## config.mk

```make
export PLATFORM = sky130hd
export DESIGN_NAME = byte_receiver
export DESIGN_NICKNAME = d
export VERILOG_FILES = /design/src/rtl/byte_receiver.sv
export SDC_FILE = /design/constraint.sdc
export NUM_CORES = 1
export LEC_CHECK = 0
export ABC_CLOCK_PERIOD_IN_PS = 1300
export CORE_ASPECT_RATIO = 0.5
export CORE_MARGIN = 2
export CORE_UTILIZATION = 30
export CTS_CLUSTER_DIAMETER = 40
export DETAILED_ROUTE_END_ITERATION = 8
export DONT_BUFFER_PORTS = 1
export SETUP_SLACK_MARGIN = 0.2
export SYNTH_ARGS = -nofsm -noshare
export SYNTH_HDL_FRONTEND = slang
export SYNTH_SLANG_ARGS = --single-unit
export TNS_END_PERCENT = 10
```

## constraint.sdc

```tcl
create_clock -name clk -period 1.3 [get_ports clk]
set_input_delay 0.13 -clock clk [delete_from_list [all_inputs] [get_ports clk]]
set_output_delay 0.13 -clock clk [all_outputs]
set_load 0.02 [all_outputs]
```

## src/rtl/byte_receiver.sv

```systemverilog
// byte_receiver: serial-to-parallel capture for the JTAG TDI data path.
// Samples one bit per posedge clk while enable is high, MSB first, and
// presents the assembled WIDTH-bit word with a one-cycle valid pulse.
// Short frames raise a one-cycle aborted pulse; extra enabled edges after a
// complete word raise overflow until enable drops.
module byte_receiver #(
  parameter int unsigned WIDTH = 32
) (
  input  logic             clk,
  input  logic             reset,
  input  logic             enable,
  input  logic             in,
  output logic [WIDTH-1:0] out,
  output logic             valid,
  output logic [5:0]       bit_count,
  output logic             aborted,
  output logic             overflow
);

  typedef enum logic [1:0] {
    IDLE,
    SHIFT,
    FULL
  } state_t;

  localparam logic [5:0] LAST_CNT = 6'(WIDTH - 1);
  localparam logic [5:0] FULL_CNT = 6'(WIDTH);

  state_t           state;
  state_t           state_next;
  logic [WIDTH-1:0] shreg;
  logic [WIDTH-1:0] shreg_next;
  logic [WIDTH-1:0] shifted;
  logic [WIDTH-1:0] out_next;
  logic [5:0]       count_next;
  logic             valid_next;
  logic             aborted_next;
  logic             overflow_next;

  assign shifted = {shreg[WIDTH-2:0], in};

  // State register
  always_ff @(posedge clk) begin
    if (reset) state <= IDLE;
    else       state <= state_next;
  end

  // Next-state decode: enable defines frame boundaries
  always_comb begin
    state_next = state;
    case (state)
      IDLE:    if (enable) state_next = SHIFT;
      SHIFT: begin
        if (!enable)                    state_next = IDLE;
        else if (bit_count == LAST_CNT) state_next = FULL;
      end
      FULL:    if (!enable) state_next = IDLE;
      default: state_next = IDLE;
    endcase
  end

  // Next values of the registered datapath and outputs
  // (outputs are computed here and registered below so nothing is combinational from in/enable)
  always_comb begin
    shreg_next    = shreg;
    out_next      = out;
    count_next    = bit_count;
    valid_next    = 1'b0;
    aborted_next  = 1'b0;
    overflow_next = overflow;
    case (state)
      IDLE: begin
        if (enable) begin
          shreg_next = shifted;
          count_next = 6'd1;
        end
      end
      SHIFT: begin
        if (enable) begin
          shreg_next = shifted;
          count_next = bit_count + 6'd1;
          if (bit_count == LAST_CNT) begin
            out_next   = shifted;
            valid_next = 1'b1;
          end
        end else begin
          aborted_next = 1'b1;
          shreg_next   = '0;
          count_next   = '0;
        end
      end
      FULL: begin
        if (enable) begin
          overflow_next = 1'b1;
        end else begin
          shreg_next    = '0;
          count_next    = '0;
          overflow_next = 1'b0;
        end
      end
      default: begin
        shreg_next    = '0;
        count_next    = '0;
        overflow_next = 1'b0;
      end
    endcase
  end

  // Datapath and output registers
  always_ff @(posedge clk) begin
    if (reset) begin
      shreg     <= '0;
      out       <= '0;
      bit_count <= '0;
      valid     <= 1'b0;
      aborted   <= 1'b0;
      overflow  <= 1'b0;
    end else begin
      shreg     <= shreg_next;
      out       <= out_next;
      bit_count <= count_next;
      valid     <= valid_next;
      aborted   <= aborted_next;
      overflow  <= overflow_next;
    end
  end

`ifdef FORMAL
  // Structural invariants of the capture state
  always_ff @(posedge clk) begin
    if (!reset) begin
      a_count_range: assert (bit_count <= FULL_CNT);
      a_valid_count: assert (!valid || bit_count == FULL_CNT);
      a_pulse_excl:  assert (!(valid && aborted));
      a_ovf_full:    assert (!overflow || state == FULL);
    end
  end
`endif

endmodule
```

Word-level counts from Yosys, hierarchy flattened --
Cells that the tools add are included.
Storage, ports and cells: logic and storage cells 40, output and inout port bits 41, flip-flop bits (word level) 74, bits of input ports 4
Operators by class: reduce and logical (&&, ||, !) cells 7, equality and inequality tests 6, muxes and demuxes 17, add/sub/neg operators 1, bitwise gates (word level) 2
Operators with widths (number):
- $mux W31 | 3
- $pmux W31 S3 | 1
- $mux W6 | 3
- $pmux W6 S3 | 1
- $mux W2 | 4
- $add A6 B1 Y6 const B | 1
- $eq A6 B5 Y1 const B | 1
- $pmux W2 S3 | 1
- $reduce_and A3 Y1 | 2
- $ne A2 B2 Y1 const B | 2
- $reduce_or A2 Y1 | 2
- $mux W1 | 3
- $ne A3 B3 Y1 const B | 1
- $reduce_or A3 Y1 | 1
- $eq A2 B1 Y1 const B | 1
- $eq A2 B2 Y1 const B | 1
- $logic_not A2 Y1 | 1
- $not A1 Y1 | 2
- $pmux W1 S2 | 1
- $reduce_and A2 Y1 | 1

Depth between registers and ports, before layout --
Gate-level depths: netlist of the first run.
depth after elaboration 4, depth in mapped cells 8, depth with buffers taken out 4

Worst setup path after synthesis of the first run --
No wires, ideal clock.
path type register to register, from register bit_count[0], to register bit_count[4], arrival 1.409 ns, cell stages (with the launch flop) 5, data required time 1.226 ns, setup time 0.074 ns, slack -0.183 ns, cell sequence dfxtp_1 -> ha_1 -> nand3_1 -> or4_1 -> a31oi_1
Between the ends: word-level cells in the longest chain between the ends 3
Ends and longest elaborated chain:
- from (decl) | line 15 | output logic [5:0] bit_count,
- from (signal assigned) | line 121 | bit_count <= count_next;
- $add A6 B1 Y6 | line 81 | count_next = bit_count + 6'd1;
- $mux W6 | line 79 | if (enable) begin
- $pmux W6 S3 | line 71 | case (state)
No other way between the ends. A chain may end at the register's enable or synchronous reset.

Worst setup path after layout of the first run --
from register state[1], to register bit_count[3]
Between the ends: word-level cells in the longest chain between the ends 3, elaborated cells on any way between the ends 7
Ends and longest elaborated chain:
- from (decl) | line 29 | state_t state;
- from (signal assigned) | line 45 | else state <= state_next;
- $eq A2 B2 Y1 / $logic_not A2 Y1 (equally long branches) | line 71
- $ne A2 B2 Y1 (no line)
- $reduce_and A2 Y1 (no line)
Parallel ways exist; a longest one is shown, timed or not.

==> results of run 1 <==
-- worst max-delay path, delay by kind of cell, from the launching register on --
kind / cells / cell delay, ns
AND/OR/NAND/NOR: 1 / 0.52
buffers and inverters: 2 / 0.25
flip-flops: 1 / 0.35
AO/OA/AOI/OAI: 1 / 0.14
-- layout make-up --
class                      instances  area [sq um]  share of cell area [%]
sequential                        74          1510                    43.0
clock buffer                       9           225                    6.41
timing repair buffer              31           307                    8.72
multi-input combinational        188          1230                    35.0
clock inverter                     7          86.3                    2.46
inverter                           2          10.0                   0.285
tap                              117           146                    4.17
-- logic make-up after synthesis --
kind of cell / after synthesis / share of synthesized area (%)
adders and majority gates: 1 / 0.458
AOI/OAI and AO/OA: 77 / 21.1
buffers and inverters: 22 / 5.91
and+or+nand+nor: 107 / 17.6
xor gates and xnor gates: 1 / 0.321
DFF: 74 / 54.2
muxes: 1 / 0.366
-- per-stage QoR --
| stage | hold WS, ns | setup TNS, ns | util [%] | std cells | instance area [sq um] |
|---|---|---|---|---|---|
| final | -0.134 | -0.283 | 40.1 | 428 | 3510 |
| after global routing | -0.163 | -3.10 | 40.1 | 428 | 3510 |
| after CTS | -0.157 | -0.0503 | 38.9 | 426 | 3410 |
| after detailed placement | 0.199 | -7.83 | 33.5 | 402 | 2940 |
| after global placement | 0.197 | -6.02 | 33.5 | 402 | 2940 |
| after floorplan | 0.266 | 0 | - | 283 | 2770 |
-- power by group through the flow --
stage	Sequential (mW)	Combinational (mW)	Clock [mW]
detailed placement	2.33	0.115	0
global placement	2.33	0.111	0
global route	2.27	0.165	2.71
CTS	2.27	0.147	2.59
floorplan	2.33	0.107	0
finish	2.27	0.153	2.53
-- per-layer routing --
metal	GRT usage, %	vias up
li1	-	1043
met4	5.61	0
met3	5.68	13
met2	22.0	48
met1	15.5	1034
met5	0	-
-- flip-flops by register name, indices dropped and copies added (netlist names) --
register	count
valid	1
aborted	1
state	2
overflow	1
bit_count	6
out	32
shreg	31
-- what timing repair did --
action | in CTS | in global routing
buffers inserted | 6 | 1
endpoints found under the setup margin | 71 | 73
endpoints found under the hold margin | 46 | 44
gates cloned | 1 | 1
resized for setup | 23 | 26
pin swaps | 39 | 14
-- synthesized netlist by cell type (2+ instances only) --
cell	instances
dfxtp_1	74
inv_2	2
a22o_1	28
nand3_1	5
buf_4	2
and2_1	2
nand4_1	4
a21oi_1	20
nor2_1	13
a31oi_1	3
buf_6	9
a22oi_1	5
or2_2	2
nor3_2	2
or4_1	2
buf_2	3
nand2_1	69
clkbuf_1	6
a21oi_2	16
-- worst paths after layout --
check             from      endpoint  slack [ns]  cells past startpoint
max           state[1]  bit_count[3]       -0.04                      4
max reg2reg   state[1]  bit_count[3]       -0.04                      4
min              reset  bit_count[0]       -0.13                      1
min reg2reg  shreg[30]       out[31]        0.46                      2
==> impl_results.md, run 1 <==
* Status: finished with violations
* Failing checks: negative hold slack, negative setup slack
* CTS max path bufs at 2
* Ys async rst share at 0%
* Maximum clock frequency at 746 MHz
* Clk Latency, worst-skew pair at approximately 0.33 ns
* DR vias at between 2,000 and 2,500
* Seq pwr share at 45.9%
* Hold Path Class: in2reg
* Critical path class: reg2reg
* Antenna-violating nets left at 0
* Worst rel slew slack at between 60% and 70%
* First-pass GRT wire length at 10,500 um
* Yosys reg bits at 74
* Wirelength, routed at between 6000 and 7000 um
* M1 WL at 2840 um
* Port-buffer cells at 0
* Site Rows at 24
* Drt drc at 0
* RSZ-0062 raised after global routing: yes
* Crit. End Element: flop
* H-tree levels at 3
* Worst-path maximum fanout at 5
* Share of cells above drive strength 1 at between 30% and 40%
* Met3 WL at between 300 and 400 um
* Switching share of power at 22.2%
* Inserted Diodes at 0
* Worst Slack Setup Final at -0.0408 ns
* Commonest non-fill, non-tap cell in the layout: dfxtp_1
* Worst Tran Pin Value at 0.519 ns
* Worst EP required at approximately 1.6 ns
* Total Power at 4.95 mW
* Gr ovfl total at 0
* Final slew viol count at 0
* Peak VDD IR at around 630 uV
* Sink Count at 74
* Largest net degree at the start of global routing at 50
* Syn_nets at between 200 and 300
* Gp weighted congestion at 0.790
* Post-Syn Instances at 283
* Leak at 1.21 nW
* Warnings, synthesis at 0
* Final hold violations at between 40 and 50
* Max_cap viols at 0
* 1st-pass router iterations at 5
* Tmin final at around 1.3 ns
* Area growth from synthesis to layout at 28.6%
* Initial core utilization at ~31%
* Synthesized area at roughly 2700 sq um
* # nets final at 311
* Cell accounting for the most synthesized area: dfxtp_1
* Dpl ws at -0.223 ns
* Mean Syn Cell Area at 9.66 sq um
* Gr usage total at approximately an eighth
* Top-level port count at between 40 and 50
* Initial antenna violation count at 0
* Met2 WL post-DR at around 3200 um
* Die Span Y at roughly 71 um
* PD cells at roughly 1400 nW/um^2
* Hold slack at -0.134 ns
* Final setup viols at 23
* Slowest cell on the critical path: or4_4
* DP Wirelength at 4130 um
* Die ar. at a little under 10,000 sq um
* Core region area at between 8000 and 9000 sq um
* Internal power at between 3 and 4 mW
* Top Metal Used: met4
* DRT iter0 DRCs at around 110
* Hold Buf Count CTS at 1
* CTS tree: done
* Final period utilization at 103%
* EDFF count, synth at 0
* Most frequent cells in the layout: dfxtp_1 (66), nand2_1 (62), a22o_1 (28), a21oi_2 (24), buf_4 (20)
* CTS buffer count at 9
* Register area share after synthesis at about 54%
* Clock power frac at 51.0%
* WL/cell at approximately 15 um
* Vias in the first global route at about 2,100
* Max incr delay on CP at 0.52 ns
* Psw at between 1 and 1.5 mW
* Netlist cell types at 35
* Root Buffer: clkbuf_16
* Cell mode on critical path: buf_6
* Top cells by area, synth: dfxtp_1 (54%), nand2_1 (9.5%), a22o_1 (9.0%)
* Worst-path clk slew at 0.06 ns
* Share of the synthesized area in the top cell type at 54.2%
* Via density at approximately 5.0
* Power share of the combinational group at 3.1%
* Crit path launch type: flop
* Worst Path Arrival at around 1.6 ns
* Worst clock skew at between 0.005 and 0.006 ns
* CP Cell Sequence: buf_6 -> buf_6 -> or4_4 -> a31oi_2
* Synth Flop Type: dfxtp_1
* FILL cells at about 840
* Die X-Extent at between 100 and 150 um
Note: power is estimated with default switching activity, not from simulation.
==> inputs of run 2 (changes only) <==
--- a/config.mk
+++ b/config.mk
@@ -12,7 +12,7 @@
 export CTS_CLUSTER_DIAMETER = 40
 export DETAILED_ROUTE_END_ITERATION = 8
 export DONT_BUFFER_PORTS = 1
-export SETUP_SLACK_MARGIN = 0.2
+export SETUP_SLACK_MARGIN = 0.3
 export SYNTH_ARGS = -nofsm -noshare
 export SYNTH_HDL_FRONTEND = slang
 export SYNTH_SLANG_ARGS = --single-unit
==> run 2 against run 1 <==
Compared with the run above: the run still ends with negative hold slack, negative setup slack left; flip-flop and latch count did not move; global-route usage barely moved; worst setup slack lost 0.055 ns; combinational power is essentially flat; count of clock-buffer cells in the layout did not move; critical path depth is 1 higher; total power is 1.5% higher; clock skew decreased by 0.00096 ns; cell count shrank 0.93%; hold slack worse by 0.0030 ns; sequential share of layout area decreased by 0.10 points; critical endpoint is now out[7]; highest routed layer unchanged.
==> impl_results.md, run 2 (synthesized netlist as in run 1, its figures left out) <==
* Status: finished with violations
* Failing checks: negative hold slack, negative setup slack
* Site Rows at 24 (unchanged)
* Sum Neg Setup Slack at -1.87 ns (-1.59 ns)
* Worst Path Arrival at 1.65 ns (+0.06 ns)
* Max_cap viols at 0 (unchanged)
* RSZ-0062 raised after global routing: yes
* Leak at 1.22 nW (+0.82%)
* Share of cells above drive strength 1 at 32.2% (-1.8 points)
* Die Span Y at 71.5 um (unchanged)
* Worst clock skew at 0.00484 ns (-0.000965 ns)
* Initial antenna violation count at 0 (unchanged)
* Root Buffer: clkbuf_16
* Wirelength, routed at 6390 um (-2.1%)
* Power share of the combinational group at 3.0% (about the same)
* Inserted Diodes at 0 (unchanged)
* DR vias at 2,112 (-1.2%)
* Via density at 4.98 (-0.28%)
* Slowest cell on the critical path: dfxtp_4
* Final hold violations at 42 (unchanged)
* Layout Cells excl Fill at 424 (-0.93%)
* Final core utilization at 40.1% (about the same)
* Worst rel slew slack at 65.2% (-0.12 points)
* Core region area at 8770 sq um (unchanged)
* Drt drc at 0 (unchanged)
* DP Wirelength at 3880 um (-6.1%)
* Psw at 1.02 mW (-7.5%)
* Max reg flops at 32 (unchanged)
* H-tree levels at 3 (unchanged)
* CTS tree: done
* Maximum clock frequency at 716 MHz (-4.0%)
* Worst EP required at 1.55 ns (about the same)
* Switching share of power at 20.2% (-2.0 points)
* Area after DPL at 2930 sq um (-0.34%)
* Crit path launch type: flop
* Design Area, Final at 3520 sq um (about the same)
* Final slew viol count at 0 (unchanged)
* Worst-path maximum fanout at 8 (+3)
* Largest net degree at the start of global routing at 50 (unchanged)
* FILL cells at 850 (+1.1%)
* Largest registers: out (32), shreg (31), bit_count (6)
* WL/cell at 15.1 um (-1.2%)
* Hold slack at -0.137 ns (-0.00297 ns)
* CP Cell Sequence: and4b_2 -> and4_4 -> clkbuf_16 -> nand2_1 -> a21oi_2
* Critical path class: reg2reg
* Hold Path Class: in2reg
* Most frequent cells in the layout: dfxtp_1 (66), nand2_1 (62), a22o_1 (28), a21oi_2 (26)
* Gr ovfl total at 0 (unchanged)
* Initial core utilization at 31.2% (unchanged)
* Port-buffer cells at 0 (unchanged)
* Sink Count at 74 (unchanged)
* Peak VDD IR at 731 uV (+17%)
* Clock power frac at 51.6% (+0.6 points)
* Die X-Extent at 139 um (unchanged)
* Final setup viols at 34 (+48%)
* Antenna-violating nets left at 0 (unchanged)
* Worst Slack Setup Final at -0.0960 ns (-0.0552 ns)
* CTS buffer count at 9 (unchanged)
* Crit. End Element: flop
* Dpl ws at -0.246 ns (-0.0229 ns)
* Gr usage total at 13.3% (-0.027 points)
* Worst-path clk slew at 0.06 ns (about the same)
* CTS max path bufs at 2 (unchanged)
* Area growth from synthesis to layout at 28.7% (about the same)
* First-pass GRT wire length at 10,500 um (unchanged)
* Vias in the first global route at 2,040 (-3.6%)
* Tmin final at 1.40 ns (+0.0552 ns)
* # nets final at 307 (-1.3%)
* Commonest non-fill, non-tap cell in the layout: dfxtp_1
* Hold Buf Count CTS at 1 (unchanged)
* PD cells at 1430 nW/um^2 (+1.4%)
* Seq pwr share at 45.4% (-0.5 points)
* Die ar. at 9930 sq um (unchanged)
* Clk Latency, worst-skew pair at 0.32 ns (about the same)
* 1st-pass router iterations at 4 (-1)
* Final period utilization at 107% (+4.2 points)
* Largest Register: out
* Max incr delay on CP at 0.34 ns (-0.18 ns)
* DRT iter0 DRCs at 113 (+4.6%)
* Placed cell count at 399 (-0.75%)
* Gp weighted congestion at 0.762 (-3.5%)
* Top-level port count at 45 (unchanged)
* Internal power at 4.01 mW (+4.1%)
* Worst Tran Pin Value at 0.521 ns (+0.00186 ns)
-- run 2: stage by stage --
step           hold slack, ns  power (mW)
6_report               -0.137        5.03
3_3_place_gp            0.198        2.44
2_1_floorplan           0.266        2.44
3_5_place_dp            0.199        2.44
5_1_grt                -0.153        5.20
4_1_cts                -0.145        5.08
-- run 2: power groups by stage --
stage	logic [mW]	registers (mW)	clock network, mW
floorplan	0.107	2.33	0
global placement	0.108	2.33	0
detailed placement	0.113	2.33	0
CTS	0.150	2.28	2.65
global route	0.164	2.28	2.75
finish	0.151	2.28	2.60
-- run 2: layout make-up --
cell class / count / area, sq um / share of cell area (%)
sequential: 74 / 1510 / 42.9
inverter: 2 / 10.0 / 0.285
timing repair buffer: 27 / 308 / 8.75
clock buffer: 9 / 225 / 6.40
tap: 117 / 146 / 4.16
multi-input combinational: 188 / 1230 / 34.9
clock inverter: 7 / 92.6 / 2.63
-- run 2: final timing paths --
| path | slack, ns | end | cells past startpoint | from |
|---|---|---|---|---|
| setup / recovery | -0.1 | out[7] | 5 | bit_count[5] |
| hold / removal | -0.14 | bit_count[2] | 1 | reset |
| hold reg to reg | 0.45 | out[31] | 2 | shreg[30] |
| setup reg to reg | -0.1 | out[7] | 5 | bit_count[5] |
-- run 2: critical path: cells and delay by family, from the launching register on --
family	cells	cell delay, ns
and+or+nand+nor	3	0.69
buffers and inverters	1	0.17
DFF	1	0.34
AOI/OAI and AO/OA	1	0.12
-- run 2: what timing repair did --
item / 4_1_cts / 5_1_grt
buffers inserted: 3 / 1
endpoints found under the setup margin: 73 / 76
endpoints found under the hold margin: 44 / 43
cloned: 3 / 1
gates resized for setup: 24 / 23
pin swaps: 17 / 9
-- run 2: routing by layer --
metal | track usage (%) | vias to the layer above | wire (um)
met5 | 0 | - | 0
met4 | 4.38 | 0 | 27
met3 | 5.61 | 2 | 476
met2 | 21.2 | 43 | 3040
met1 | 16.5 | 1034 | 2840
li1 | - | 1033 | -
==> inputs of run 3 (changes only) <==
--- a/config.mk
+++ b/config.mk
@@ -5,6 +5,7 @@
 export SDC_FILE = /design/constraint.sdc
 export NUM_CORES = 1
 export LEC_CHECK = 0
+export ABC_AREA = 1
 export ABC_CLOCK_PERIOD_IN_PS = 1300
 export CORE_ASPECT_RATIO = 0.5
 export CORE_MARGIN = 2
==> run 3 against run 2 <==
Compared with the run above: non-clock buffer count grew 6; synthesized area grew 3.4%; sequential power is essentially flat; first-iteration DRC count grew 56%; sequential share of layout area shrank 2.2 points; clock power grew 4%; total power grew 3.2%; register-to-register slack gained 0.11 ns; routed wire length grew 3.3%; flip-flop and latch count is the same; worst setup slack gained 0.11 ns; the run now ends clean; largest cell class unchanged; via count grew 13%.
==> impl_results.md, run 3 <==
* First-pass GRT wire length at 10,700 um (+2.2%)
* DRT iter0 DRCs at 176 (+56%)
* Netlist cell types at 23 (-34%)
* PD cells at 1410 nW/um^2 (-1.6%)
* Worst rel slew slack at 69.1% (+3.9 points)
* Share of the synthesized area in the top cell type at 52.4% (-1.8 points)
* Seq pwr share at 43.9% (-1.5 points)
* Worst-path maximum fanout at 9 (+1)
* Root Buffer: clkbuf_16
* DR vias at 2,392 (+13%)
* Antenna-violating nets left at 0 (unchanged)
* Worst EP required at 1.57 ns (+0.02 ns)
* Port-buffer cells at 0 (unchanged)
* Largest Register: out
* Final slew viol count at 0 (unchanged)
* Sink Count at 74 (unchanged)
* WL/cell at 12.8 um (-15%)
* Final period utilization at 98.6% (-8.8 points)
* Reg2reg start: bit_count[0]
* Die ar. at 10,300 sq um (+3.3%)
* Hold_sp: enable
* Syn_nets at 376 (+31%)
* Warnings, synthesis at 0 (unchanged)
* Initial core utilization at 31.7% (+0.53 points)
* CTS tree: done
* Site Rows at 24 (unchanged)
* Delay-heaviest family, CP: simple AND/OR/NAND/NOR gates
* Die X-Extent at 141 um (+1.7%)
* Gr ovfl total at 0 (unchanged)
* FILL cells at 890 (+4.7%)
* Internal power at 4.08 mW (+1.7%)
* Clk Latency, worst-skew pair at 0.33 ns (about the same)
* Max reg flops at 32 (unchanged)
* Largest registers: out (32), shreg (31), bit_count (6)
* Clock power frac at 52.1% (+0.5 points)
* EDFF count, synth at 0 (unchanged)
* Crit. End Element: flop
* Largest net degree at the start of global routing at 28 (-44%)
* Psw at 1.11 mW (+9.1%)
* Yosys reg bits at 74 (unchanged)
* Synth Flop Type: dfxtp_1
* Final setup viols at 0 (-100%)
* Maximum clock frequency at 781 MHz (+9.0%)
* Drt drc at 0 (unchanged)
* Mean Syn Cell Area at 7.62 sq um (-21%)
* Core region area at 8920 sq um (+1.7%)
* Placed cell count at 491 (+23%)
* Vias in the first global route at 2,285 (+12%)
* Hold Path Class: in2reg
* # nets final at 399 (+30%)
* Ys async rst share at 0% (unchanged)
* Initial antenna violation count at 0 (unchanged)
* Post-synth top cells: dfxtp_1 (74), nand2_1 (63), nor2_1 (63)
* Commonest non-fill, non-tap cell in the layout: dfxtp_1
* Layout Cells excl Fill at 516 (+22%)
* 1st-pass router iterations at 4 (unchanged)
* Gp weighted congestion at 0.740 (-3.0%)
* Synthesized area at 2830 sq um (+3.4%)
* CP Launch Point: bit_count[0]
* Share of cells above drive strength 1 at 19.0% (-13 points)
* Post-Syn Instances at 371 (+31%)
* Final hold violations at 0 (-100%)
* Max_cap viols at 0 (unchanged)
* RSZ-0062 raised after global routing: yes
* CTS buffer count at 9 (unchanged)
* Tmin final at 1.28 ns (-0.115 ns)
* Top-level port count at 45 (unchanged)
* Cell accounting for the most synthesized area: dfxtp_1
* Inserted Diodes at 0 (unchanged)
* Worst clock skew at 0.00575 ns (+0.000905 ns)
* Most frequent cells in the layout: dfxtp_1 (67), nand2_1 (61), nand3_1 (57), nor2_1 (57), inv_1 (31)
* Wirelength, routed at 6600 um (+3.3%)
* DP Wirelength at 4240 um (+9.4%)
* Register area share after synthesis at 52.4% (-1.8 points)
* Worst-path clk slew at 0.06 ns (about the same)
* Worst Tran Pin Value at 0.463 ns (-0.0582 ns)
* Status: completed
* Worst Path Arrival at 1.55 ns (-0.10 ns)
* Buffer and inverter count on the worst path at 2 (+1)
* Leak at 1.38 nW (+13%)
* CP Cell Sequence: ha_4 -> nand4_4 -> nor3_4 -> buf_6 -> clkbuf_16 -> nor2_1 -> nor2_1
* CTS max path bufs at 2 (unchanged)
* Final core utilization at 41.4% (+1.3 points)
* Peak VDD IR at 602 uV (-18%)
* Max incr delay on CP at 0.35 ns (about the same)
* Area growth from synthesis to layout at 30.5%
* Gr usage total at 13.3% (about the same)
* Die Span Y at 72.6 um (+1.6%)
* H-tree levels at 3 (unchanged)
* Cell mode on critical path: nor2_1
* Top-count cell post-synth: dfxtp_1
* Slowest cell on the critical path: dfxtp_4
* Top cells by area, synth: dfxtp_1 (52%), nand3_1 (11%), nand2_1 (8.4%)
* Crit path launch type: flop
* Power share of the combinational group at 4.0% (+1.0 points)
* Switching share of power at 21.4% (+1.1 points)
* Critical path class: reg2reg
* Via density at 4.64 (-6.9%)
-- run 3: cell count changes after synthesis, sizes merged, moves of 3 or more --
| cell | change |
|---|---|
| a21oi | -25 |
| a22o | -28 |
| a22oi | -3 |
| buf | +3 |
| inv | +32 |
| nand2 | -5 |
| nand3 | +57 |
| nand4 | -3 |
| nor2 | +52 |
| o21ai | +27 |
-- run 3: metrics by stage --
step | area, sq um | TNS [ns] | hold WS (ns) | power [mW] | worst slack, ns
2_1_floorplan | 2870 | -0.367 | 0.207 | 2.45 | -0.0367
6_report | 3690 | 0 | 0.0303 | 5.19 | 0.0188
3_5_place_dp | 3170 | -0.373 | 0.195 | 2.52 | -0.0231
3_3_place_gp | 3170 | -0.0211 | 0.193 | 2.52 | -0.00847
4_1_cts | 3550 | 0 | 0.0381 | 5.24 | 0.000242
5_1_grt | 3690 | -0.879 | 0.0402 | 5.35 | -0.0529
-- run 3: layout make-up --
| class | count | area, sq um | share of cell area, % |
|---|---|---|---|
| clock inverters | 6 | 87.6 | 2.37 |
| multi-input cells | 242 | 1200 | 32.5 |
| clock buffers | 10 | 239 | 6.48 |
| inverters | 34 | 128 | 3.46 |
| repair buffers | 33 | 389 | 10.5 |
| flip-flops and latches | 74 | 1500 | 40.7 |
| well taps | 117 | 146 | 3.97 |
-- run 3: logic make-up after synthesis --
logic type      Yosys count  share of synthesized area, %
compound gates           43                          7.84
fa+ha+maj                 1                         0.443
buf+inv                  55                          8.15
flops                    74                          52.4
simple gates            198                          31.2
-- run 3: what timing repair did --
| item | 4_1_cts | 5_1_grt |
|---|---|---|
| resized for setup | 5 | 26 |
| endpoints found under the hold margin | 12 | 0 |
| buffers inserted | 1 | 4 |
| gates cloned | 0 | 1 |
| hold buffers | 3 | 0 |
| pin swaps | 3 | 18 |
| endpoints found under the setup margin | 75 | 78 |
-- run 3: path summary, 6_finish.rpt --
path	endpoint	slack, ns	depth (start not counted)
setup / recovery	out[17]	0.02	7
hold / removal	bit_count[0]	0.03	2
setup reg to reg	out[17]	0.02	7
hold reg to reg	out[1]	0.46	2
-- run 3: layer usage --
layer,track usage [%],up-vias,share of wire (%)
met2,21.7,31,46
li1,-,1241,-
met3,5.51,7,5.1
met4,4.00,0,1.1
met1,16.3,1113,48
met5,0,-,0
-- run 3: power groups by stage --
| stage | Sequential [mW] | Clock (mW) | Combinational [mW] |
|---|---|---|---|
| 2_1_floorplan | 2.34 | 0 | 0.116 |
| 3_3_place_gp | 2.33 | 0 | 0.189 |
| 3_5_place_dp | 2.33 | 0 | 0.189 |
| 4_1_cts | 2.28 | 2.75 | 0.204 |
| 5_1_grt | 2.28 | 2.84 | 0.229 |
| 6_report | 2.28 | 2.70 | 0.207 |
-- run 3: worst register-to-register path, cell delays in order (launching register included) --
cell and delay, ns:
dfxtp_4 0.35, ha_4 0.14, nand4_4 0.12, nor3_4 0.18, buf_6 0.15, clkbuf_16 0.15, nor2_1 0.04, nor2_1 0.09
